==> config.mk <==
export PLATFORM = sky130hd
export DESIGN_NAME = playback_sequencer
export DESIGN_NICKNAME = d
export VERILOG_FILES = /design/src/rtl/playback_sequencer.sv
export SDC_FILE = /design/constraint.sdc
export NUM_CORES = 1
export LEC_CHECK = 0
export ABC_AREA = 1
export CAP_MARGIN = 20
export CORE_MARGIN = 1.5
export CORE_UTILIZATION = 52
export CTS_BUF_LIST = sky130_fd_sc_hd__clkbuf_4 sky130_fd_sc_hd__clkbuf_8
export CTS_CLUSTER_SIZE = 16
export DETAILED_ROUTE_END_ITERATION = 8
export HOLD_SLACK_MARGIN = 0.1
export PLACE_DENSITY_LB_ADDON = 0.1
export SLEW_MARGIN = 10
export SYNTH_ARGS = -nofsm -noshare
export SYNTH_HDL_FRONTEND = slang
export SYNTH_SLANG_ARGS = --single-unit
==> constraint.sdc <==
create_clock -name CLOCK -period 6.58 [get_ports CLOCK]
set_clock_uncertainty 0.15 [all_clocks]
set_input_delay 1.316 -clock CLOCK [delete_from_list [all_inputs] [get_ports CLOCK]]
set_output_delay 1.316 -clock CLOCK [all_outputs]
set_load 0.05 [all_outputs]
==> src/rtl/playback_sequencer.sv <==
// Flash-read sequencer for audio playback: turns codec sample requests into two-byte
// flash fetches, with song selection and rate control. Optional SEQ_LOOP_EN: repeat-one at end of song.
module playback_sequencer #(
  parameter int unsigned       ADDR_W      = 23,
  parameter logic [ADDR_W-1:0] SONG0_START = 23'h000000,
  parameter logic [ADDR_W-1:0] SONG0_END   = 23'h1FFFFF,
  parameter logic [ADDR_W-1:0] SONG1_START = 23'h200000,
  parameter logic [ADDR_W-1:0] SONG1_END   = 23'h3FFFFF
) (
  input  logic              CLOCK,
  input  logic              Reset_N,
  input  logic              play,
  input  logic              sample_req,
  input  logic              next_song,
  input  logic              prev_song,
  input  logic              restart,
  input  logic              fast,
  input  logic              slow,
  output logic              rd_req,
  output logic [ADDR_W-1:0] rd_addr,
  input  logic              rd_ack,
  input  logic [7:0]        rd_data,
  output logic [15:0]       musicData,
  output logic              sample_valid,
  output logic              SecondSong,
  output logic              underrun
);

  typedef enum logic [2:0] {IDLE, WAIT, RD_LO, RD_HI, OUT} state_t;
  // Ordered so that a numerically larger command has higher priority
  typedef enum logic [1:0] {CMD_NONE, CMD_RESTART, CMD_PREV, CMD_NEXT} cmd_t;

  state_t            state_q, state_d;
  cmd_t              cmd_q, cmd_d, in_cmd;
  logic [ADDR_W-1:0] addr_q, addr_d, rd_addr_q, rd_addr_d, base_addr;
  logic              rd_req_q, rd_req_d, valid_q, valid_d;
  logic              song_q, song_d, base_song, underrun_q, underrun_d;
  logic              rep_q, rep_d, rep_eff;
  logic [7:0]        lo_q, lo_d;
  logic [15:0]       sample_q, sample_d;
  logic [ADDR_W:0]   step, adv, end_cur;
  logic              slow_only, fast_only;

  assign slow_only = slow & ~fast;
  assign fast_only = fast & ~slow;

  always_comb begin
    in_cmd = CMD_NONE;
    if (next_song)      in_cmd = CMD_NEXT;
    else if (prev_song) in_cmd = CMD_PREV;
    else if (restart)   in_cmd = CMD_RESTART;
  end

  always_comb begin
    state_d    = state_q;
    cmd_d      = (in_cmd > cmd_q) ? in_cmd : cmd_q;
    addr_d     = addr_q;
    rd_addr_d  = rd_addr_q;
    rd_req_d   = rd_req_q;
    valid_d    = 1'b0;
    song_d     = song_q;
    underrun_d = underrun_q;
    rep_d      = rep_q;
    lo_d       = lo_q;
    sample_d   = sample_q;
    base_song  = song_q;
    base_addr  = addr_q;
    rep_eff    = rep_q;
    step       = fast_only ? (ADDR_W+1)'(4) : (ADDR_W+1)'(2);
    adv        = {1'b0, addr_q} + step;
    end_cur    = {1'b0, song_q ? SONG1_END : SONG0_END};

    if (sample_req && play && state_q != WAIT) underrun_d = 1'b1;

    case (state_q)
      IDLE: state_d = WAIT;
      WAIT: begin
        // A latched song command takes effect now; a request in the same cycle fetches from the new start
        if (cmd_q != CMD_NONE) begin
          if (cmd_q != CMD_RESTART) base_song = ~song_q;
          base_addr = base_song ? SONG1_START : SONG0_START;
          rep_eff   = 1'b0;
          song_d    = base_song;
          addr_d    = base_addr;
          rep_d     = 1'b0;
          cmd_d     = in_cmd;
        end
        if (sample_req && play) begin
          if (slow_only && rep_eff) begin
            valid_d = 1'b1;
            rep_d   = 1'b0;
          end else begin
            state_d   = RD_LO;
            rd_req_d  = 1'b1;
            rd_addr_d = base_addr;
          end
        end
      end
      RD_LO: begin
        if (rd_req_q && rd_ack) begin
          lo_d     = rd_data;
          rd_req_d = 1'b0;
          state_d  = RD_HI;
        end
      end
      RD_HI: begin
        // First cycle here keeps rd_req low, giving the gap between the two byte reads
        if (!rd_req_q) begin
          rd_req_d  = 1'b1;
          rd_addr_d = addr_q + ADDR_W'(1);
        end else if (rd_ack) begin
          sample_d = {rd_data, lo_q};
          valid_d  = 1'b1;
          rd_req_d = 1'b0;
          state_d  = OUT;
        end
      end
      OUT: begin
        state_d = WAIT;
        rep_d   = slow_only;
        if (adv > end_cur) begin
`ifdef SEQ_LOOP_EN
          addr_d = song_q ? SONG1_START : SONG0_START;
`else
          song_d = ~song_q;
          addr_d = song_q ? SONG0_START : SONG1_START;
          rep_d  = 1'b0;
`endif
        end else begin
          addr_d = adv[ADDR_W-1:0];
        end
      end
      default: state_d = IDLE;
    endcase
  end

  always_ff @(posedge CLOCK) begin
    if (!Reset_N) begin
      state_q    <= IDLE;
      cmd_q      <= CMD_NONE;
      addr_q     <= SONG0_START;
      rd_addr_q  <= SONG0_START;
      rd_req_q   <= 1'b0;
      valid_q    <= 1'b0;
      song_q     <= 1'b0;
      underrun_q <= 1'b0;
      rep_q      <= 1'b0;
      lo_q       <= '0;
      sample_q   <= '0;
    end else begin
      state_q    <= state_d;
      cmd_q      <= cmd_d;
      addr_q     <= addr_d;
      rd_addr_q  <= rd_addr_d;
      rd_req_q   <= rd_req_d;
      valid_q    <= valid_d;
      song_q     <= song_d;
      underrun_q <= underrun_d;
      rep_q      <= rep_d;
      lo_q       <= lo_d;
      sample_q   <= sample_d;
    end
  end

  assign rd_req       = rd_req_q;
  assign rd_addr      = rd_addr_q;
  assign musicData    = play ? sample_q : '0;
  assign sample_valid = valid_q & play;
  assign SecondSong   = song_q;
  assign underrun     = underrun_q;

endmodule
## Yosys cells after proc, flatten, opt, wreduce, memory -nomap -nowiden

Cells that the tools add are included.

| storage, ports and cells | value |
|---|---|
| RAM bits | 0 |
| bits in read-only memories | 0 |
| register bits after elaboration | 80 |
| bits in latches | 0 |
| output and inout port bits | 43 |
| word-level logic and storage cells | 98 |
| memories kept | 0 |

| cells by class | value |
|---|---|
| add/subtract/negate cells | 2 |
| multiplexer cells | 47 |
| multiply operators | 0 |
| divide/modulo/power cells | 0 |
| shift operators | 0 |
| bitwise gates (word level) | 6 |
| $lt $le $gt $ge | 2 |
| reductions and logical operators | 16 |
| equality and inequality tests | 14 |

Operator list:

| kind | count |
|---|---|
| 23-bit 2-to-1 mux | 5 |
| 23-bit one-hot mux with 2 select lines | 2 |
| 22-bit 2-to-1 mux | 3 |
| 23-bit by 3-bit adder with 24-bit output | 1 |
| 24-bit by 22-bit > comparator with 1-bit output | 1 |
| 23-bit by 1-bit adder with 23-bit output (second input constant) | 1 |
| 1-bit 2-to-1 mux | 20 |
| 3-bit 2-to-1 mux | 6 |
| 16-bit 2-to-1 mux | 1 |
| 2-bit inequality test (second input constant) | 8 |
| 3-bit one-hot mux with 4 select lines | 1 |
| 2-bit 2-to-1 mux | 5 |
| 4-bit AND reduction | 2 |
| 3-bit by 2-bit == test with 1-bit output (second input constant) | 2 |
| 1-bit one-hot mux with 2 select lines | 3 |
| 3-bit AND reduction | 2 |
| 2-bit nonzero test | 3 |
| 5-bit AND reduction | 1 |
| 1-bit logical AND | 4 |
| 1-bit AND | 3 |
| 3-bit by 1-bit == test with 1-bit output (second input constant) | 1 |
| 3-bit == test (second input constant) | 1 |
| 3-bit logical NOT | 1 |
| 3-bit by 1-bit inequality test with 1-bit output (second input constant) | 1 |
| 7 further kinds | 9 |

## Depth between registers and ports, before layout

| logic depth | value |
|---|---|
| depth after elaboration | 9 |
| mapped depth | 26 |
| mapped depth without buffers | 26 |

## Worst setup path before layout

Ideal clock, no wire load.

| path | value |
|---|---|
| path kind | input to register |
| start | in fast |
| end | reg addr_q[13] |
| stages | 25 |
| path buffers | 1 |
| setup time | 0.066 ns |
| slack | 2.350 ns |
| data required time | 6.364 ns |
| arrival | 4.014 ns |
| path through | inv_1 -> nor2_1 -> inv_1 -> ha_1 -> fa_1 -> inv_1 -> nor2_2 -> nand2_2 -> nor2_1 -> nand2_1 -> xnor2_1 -> ha_1 -> nand2_1 -> nor2_1 -> nand2_1 -> nor2_1 -> nand2_1 -> nor2_1 -> nand3_1 -> nor2_4 -> nand2_4 -> nand2_8 -> buf_12 -> nand4_2 -> a21oi_2 |

| between the ends | value |
|---|---|
| longest elaborated chain between the ends | 6 |

RTL lines:

| what | line | text |
|---|---|---|
| from (decl) | 17 | `input logic fast,` |
| 1-bit AND * | 45 | `assign fast_only = fast & ~slow;` |
| 3-bit 2-to-1 mux * | 69 | `step = fast_only ? (ADDR_W+1)'(4) : (ADDR_W+1)'(2);` |
| 23-bit by 3-bit adder with 24-bit output * | 70 | `adv = {1'b0, addr_q} + step;` |
| 24-bit by 22-bit > comparator with 1-bit output | 121 | `if (adv > end_cur) begin` |
| 23-bit 2-to-1 mux * | 121 |  |
| 23-bit one-hot mux with 2 select lines * | 75 | `case (state_q)` |
| to (signal assigned) | 153 | `addr_q <= addr_d;` |
| to (decl) | 35 | `logic [ADDR_W-1:0] addr_q, addr_d, rd_addr_q, rd_addr_d, base_addr;` |

Mark *: on every way between the ends. The rest lies on a longest branch, timed or not.
A chain may end at the register's enable or synchronous reset.

## Worst setup path after layout

| path | value |
|---|---|
| start | in fast |
| end | reg song_q (netlist: SecondSong) |

| between the ends | value |
|---|---|
| longest elaborated chain between the ends | 6 |

RTL lines:

| what | line | text |
|---|---|---|
| 1-bit AND | 45 |  |
| 3-bit 2-to-1 mux | 69 |  |
| 23-bit by 3-bit adder with 24-bit output | 70 |  |
| 24-bit by 22-bit > comparator with 1-bit output | 121 |  |
| 2-bit inequality test (no source line) | -- |  |
| 3-bit AND reduction (no source line) | -- |  |
| to (signal assigned) | 157 | `song_q <= song_d;` |
| to (decl) | 37 | `logic song_q, song_d, base_song, underrun_q, underrun_d;` |

Every way passes these cells.

==> flow_metrics.env <==
export IMPL_outcome="finished clean"
export IMPL_placed_cells=877
export IMPL_vdd_drop_max_mv=0.203
export IMPL_drt_pre_antenna_iters=5
export IMPL_fin_util_pct=62.3
export IMPL_overflow=0
export IMPL_syn_area_sq_um=4940
export IMPL_hp_class="flip-flop to flip-flop"
export IMPL_leakage_uw=0.00237
export IMPL_hold_ws_ns=0.318
export IMPL_ys_flop_type="dfxtp_1"
export IMPL_nNetsFinal=785
export IMPL_drive_gt1_share_pct=13.8
export IMPL_place_congestion=0.958
export IMPL_hpwl_mm=9.83
export IMPL_hold_violations=0
export IMPL_cts_sinks=80
export IMPL_wire_per_inst_microns=16.0
export IMPL_drv_slew=0
export IMPL_ys_types=39
export IMPL_vias=5060
export IMPL_grt_pass1_vias=4511
export IMPL_timing_setup_tns_ns=0
export IMPL_h_tree_depth=3
export IMPL_max_freq_mhz=206
export IMPL_io_buffers=60
export IMPL_seqPwrFrac_pct=36.4
export IMPL_post_cts_resized=0
export IMPL_cts_setup_buffers=0
export IMPL_netlist_top_cells_count="nand2_1, nor2_1, o21ai_0"
export IMPL_finalSetupViolCount=0
export IMPL_drc=0
export IMPL_area_delta_synth_final_pct=16.5
export IMPL_yosys_warnings=0
export IMPL_grt_pass1_wl_mm=22.9
export IMPL_coreArea_sq_um=9240
export IMPL_post_synth_top_count_cell="nand2_1"
export IMPL_internal_power_uw=1070
export IMPL_fillers=873
export IMPL_clk_path_buf_depth=2
export IMPL_required_ns=6.73
export IMPL_worstSetupPathType="primary input to flip-flop"
export IMPL_drv_cap=0
export IMPL_powerDensity_nw_per_um2=351
export IMPL_synth_seq_cells=80
export IMPL_synth_area_per_cell_sq_um=6.84
export IMPL_seq_area_sq_um=1600
export IMPL_diodes=0
export IMPL_async_flop_share_pct=0
export IMPL_final_cells=892
export IMPL_antenna_found_initial=0
export IMPL_cts_clk_slew_worst_paths_ns=0.08
export IMPL_multi_input_area_sq_um=2840
export IMPL_p_sw_uw=949
export IMPL_synthCells=722
export IMPL_period_minus_slack_ns=4.85
export IMPL_holdBufCountCts=0
export IMPL_cp_arrival_ns=5.00
export IMPL_fin_area_sq_um=5760
export IMPL_grt_use_met2_pct=44.6
export IMPL_synth_nets=748
export IMPL_synth_top_area_cell="dfxtp_1"
export IMPL_initial_utilization_pct=53.5
export IMPL_comb_power_share_pct=43.0
export IMPL_tightest_slew_ns=1.01
export IMPL_drt_wl_total_mm=14.2
export IMPL_crit_fanout=23
export IMPL_rsz0062_at_grt="false"
export IMPL_cp_start_kind="primary input"
export IMPL_grt_max_degree=63
export IMPL_fp_dieW_microns=100
export IMPL_pin_count=61
export IMPL_grt_total_usage_pct=29.0
export IMPL_grt_util_met1_pct=41.1
export IMPL_ys_top_cells_by_area="dfxtp_1, nand2_1, o21ai_0"
export IMPL_dieArea_sq_um=10100
export IMPL_clock_latency_ns=0.36
export IMPL_numCtsBuffers=9
export IMPL_finalCritPeriodShare_pct=73.7
export IMPL_yosysSeqAreaShare_pct=32.4
export IMPL_switching_share_pct=47.0
export IMPL_drtAntennaViolNets=0
export IMPL_yosys_area_top_type_share_pct=32.4
export IMPL_use_met3_pct=4.23
export IMPL_root_buffer="clkbuf_8"
export IMPL_cts_tree="built"
export IMPL_grt_busiest_layer="met2"
export IMPL_synth_edff_count=0
export IMPL_die_h_microns=100
export IMPL_clkPwrFrac_pct=20.5
export IMPL_rows=35
export IMPL_drt_vias_per_instance=5.67
export IMPL_end_kind="flip-flop"
export IMPL_drtIter0Drc=337
export IMPL_post_dp_cell_area_sq_um=5540
export IMPL_slew_headroom_pct=32.5
## sequential cells by signal, indices dropped and copies added, names as in the netlist
signal and count:
rep_q 1, state_q 3, valid_q 1, sample_q 16
rd_addr 23, rd_req 1, lo_q 8, SecondSong 1
underrun 1, cmd_q 2, addr_q 23
## final cells by class
type | count | share of cell area, %
clock inverters | 6 | 1.61
well taps | 129 | 2.80
flip-flops and latches | 80 | 27.8
inverters | 81 | 5.28
clock buffers | 9 | 2.15
repair buffers | 65 | 11.1
multi-input cells | 522 | 49.3
## layer usage
layer / share of wire, % / up-vias
met5: 0 / -
met4: 2.0 / 0
met3: 7.2 / 28
met2: 46 / 222
met1: 45 / 2343
li1: - / 2467
## power by group through the flow
stage          Sequential, uW  Combinational [uW]  Clock [uW]
2_1_floorplan             811                 568           0
3_3_place_gp              738                 842           0
3_5_place_dp              743                 860           0
4_1_cts                   733                 866         420
5_1_grt                   756                 952         436
6_report                  736                 869         415
## placed cells by master, fill, tap and decap left out, types with 3 or more instances in the layout
master	synthesis	layout
o211ai_1	7	7
a21oi_2	20	20
nand3_1	33	33
nor2_2	9	10
nand4_2	9	9
nor2_1	102	101
o22ai_1	4	4
o21ai_0	83	83
clkinv_1	3	3
nand2_4	4	4
nand4_1	12	12
nor2_4	8	8
inv_1	72	72
o21ai_2	3	3
a21oi_1	29	29
nand2_2	12	12
nand3_2	11	11
clkbuf_8	0	9
ha_1	7	7
inv_2	6	6
a31oi_1	23	23
nand2_1	129	129
clkdlybuf4s50_1	0	60
buf_4	4	5
dfxtp_1	80	80
## stage by stage
step                      setup WS, ns  total power (uW)
after floorplan                   2.35              1380
after detailed placement          1.39              1600
after global placement            1.51              1580
after CTS                         1.74              2020
final                             1.73              2020
after global routing              1.45              2140
## critical path: stages
cell and delay [ns]:
clkdlybuf4s50_1 0.47, inv_1 0.08, nor2_1 0.23, inv_1 0.08
ha_1 0.23, fa_1 0.43, inv_1 0.09, nor2_2 0.07
nand2_2 0.13, nor2_1 0.08, nand2_1 0.08, xnor2_1 0.09
ha_1 0.30, nand2_1 0.05, nor2_1 0.08, nand2_1 0.06
nor2_1 0.08, nand2_1 0.05, nor2_1 0.09, nand3_1 0.13
nor2_4 0.12, nand2_4 0.08, nand2_8 0.21, nand2_1 0.10
nand3_1 0.09, nand2_1 0.06, nor2_1 0.10
## final timing paths
path,endpoint,cells after the start,slack (ns),start
setup / recovery,SecondSong$_SDFFE_PN0P_,27,1.73,fast
hold / removal,rd_addr[4]$_SDFFE_PN0P_,2,0.32,rd_addr[4]$_SDFFE_PN0P_
setup reg to reg,SecondSong$_SDFFE_PN0P_,23,2.88,addr_q[1]$_SDFFE_PN0P_
hold reg to reg,rd_addr[4]$_SDFFE_PN0P_,2,0.32,rd_addr[4]$_SDFFE_PN0P_
## logic make-up after synthesis
family,after synthesis,synth area share [%]
AOI/OAI and AO/OA,177,21.3
xor gates and xnor gates,4,0.709
adders and majority gates,8,2.18
buffers and inverters,120,10.3
DFF,80,32.4
and+or+nand+nor,333,33.1
Power figures use the tool's default switching activity.
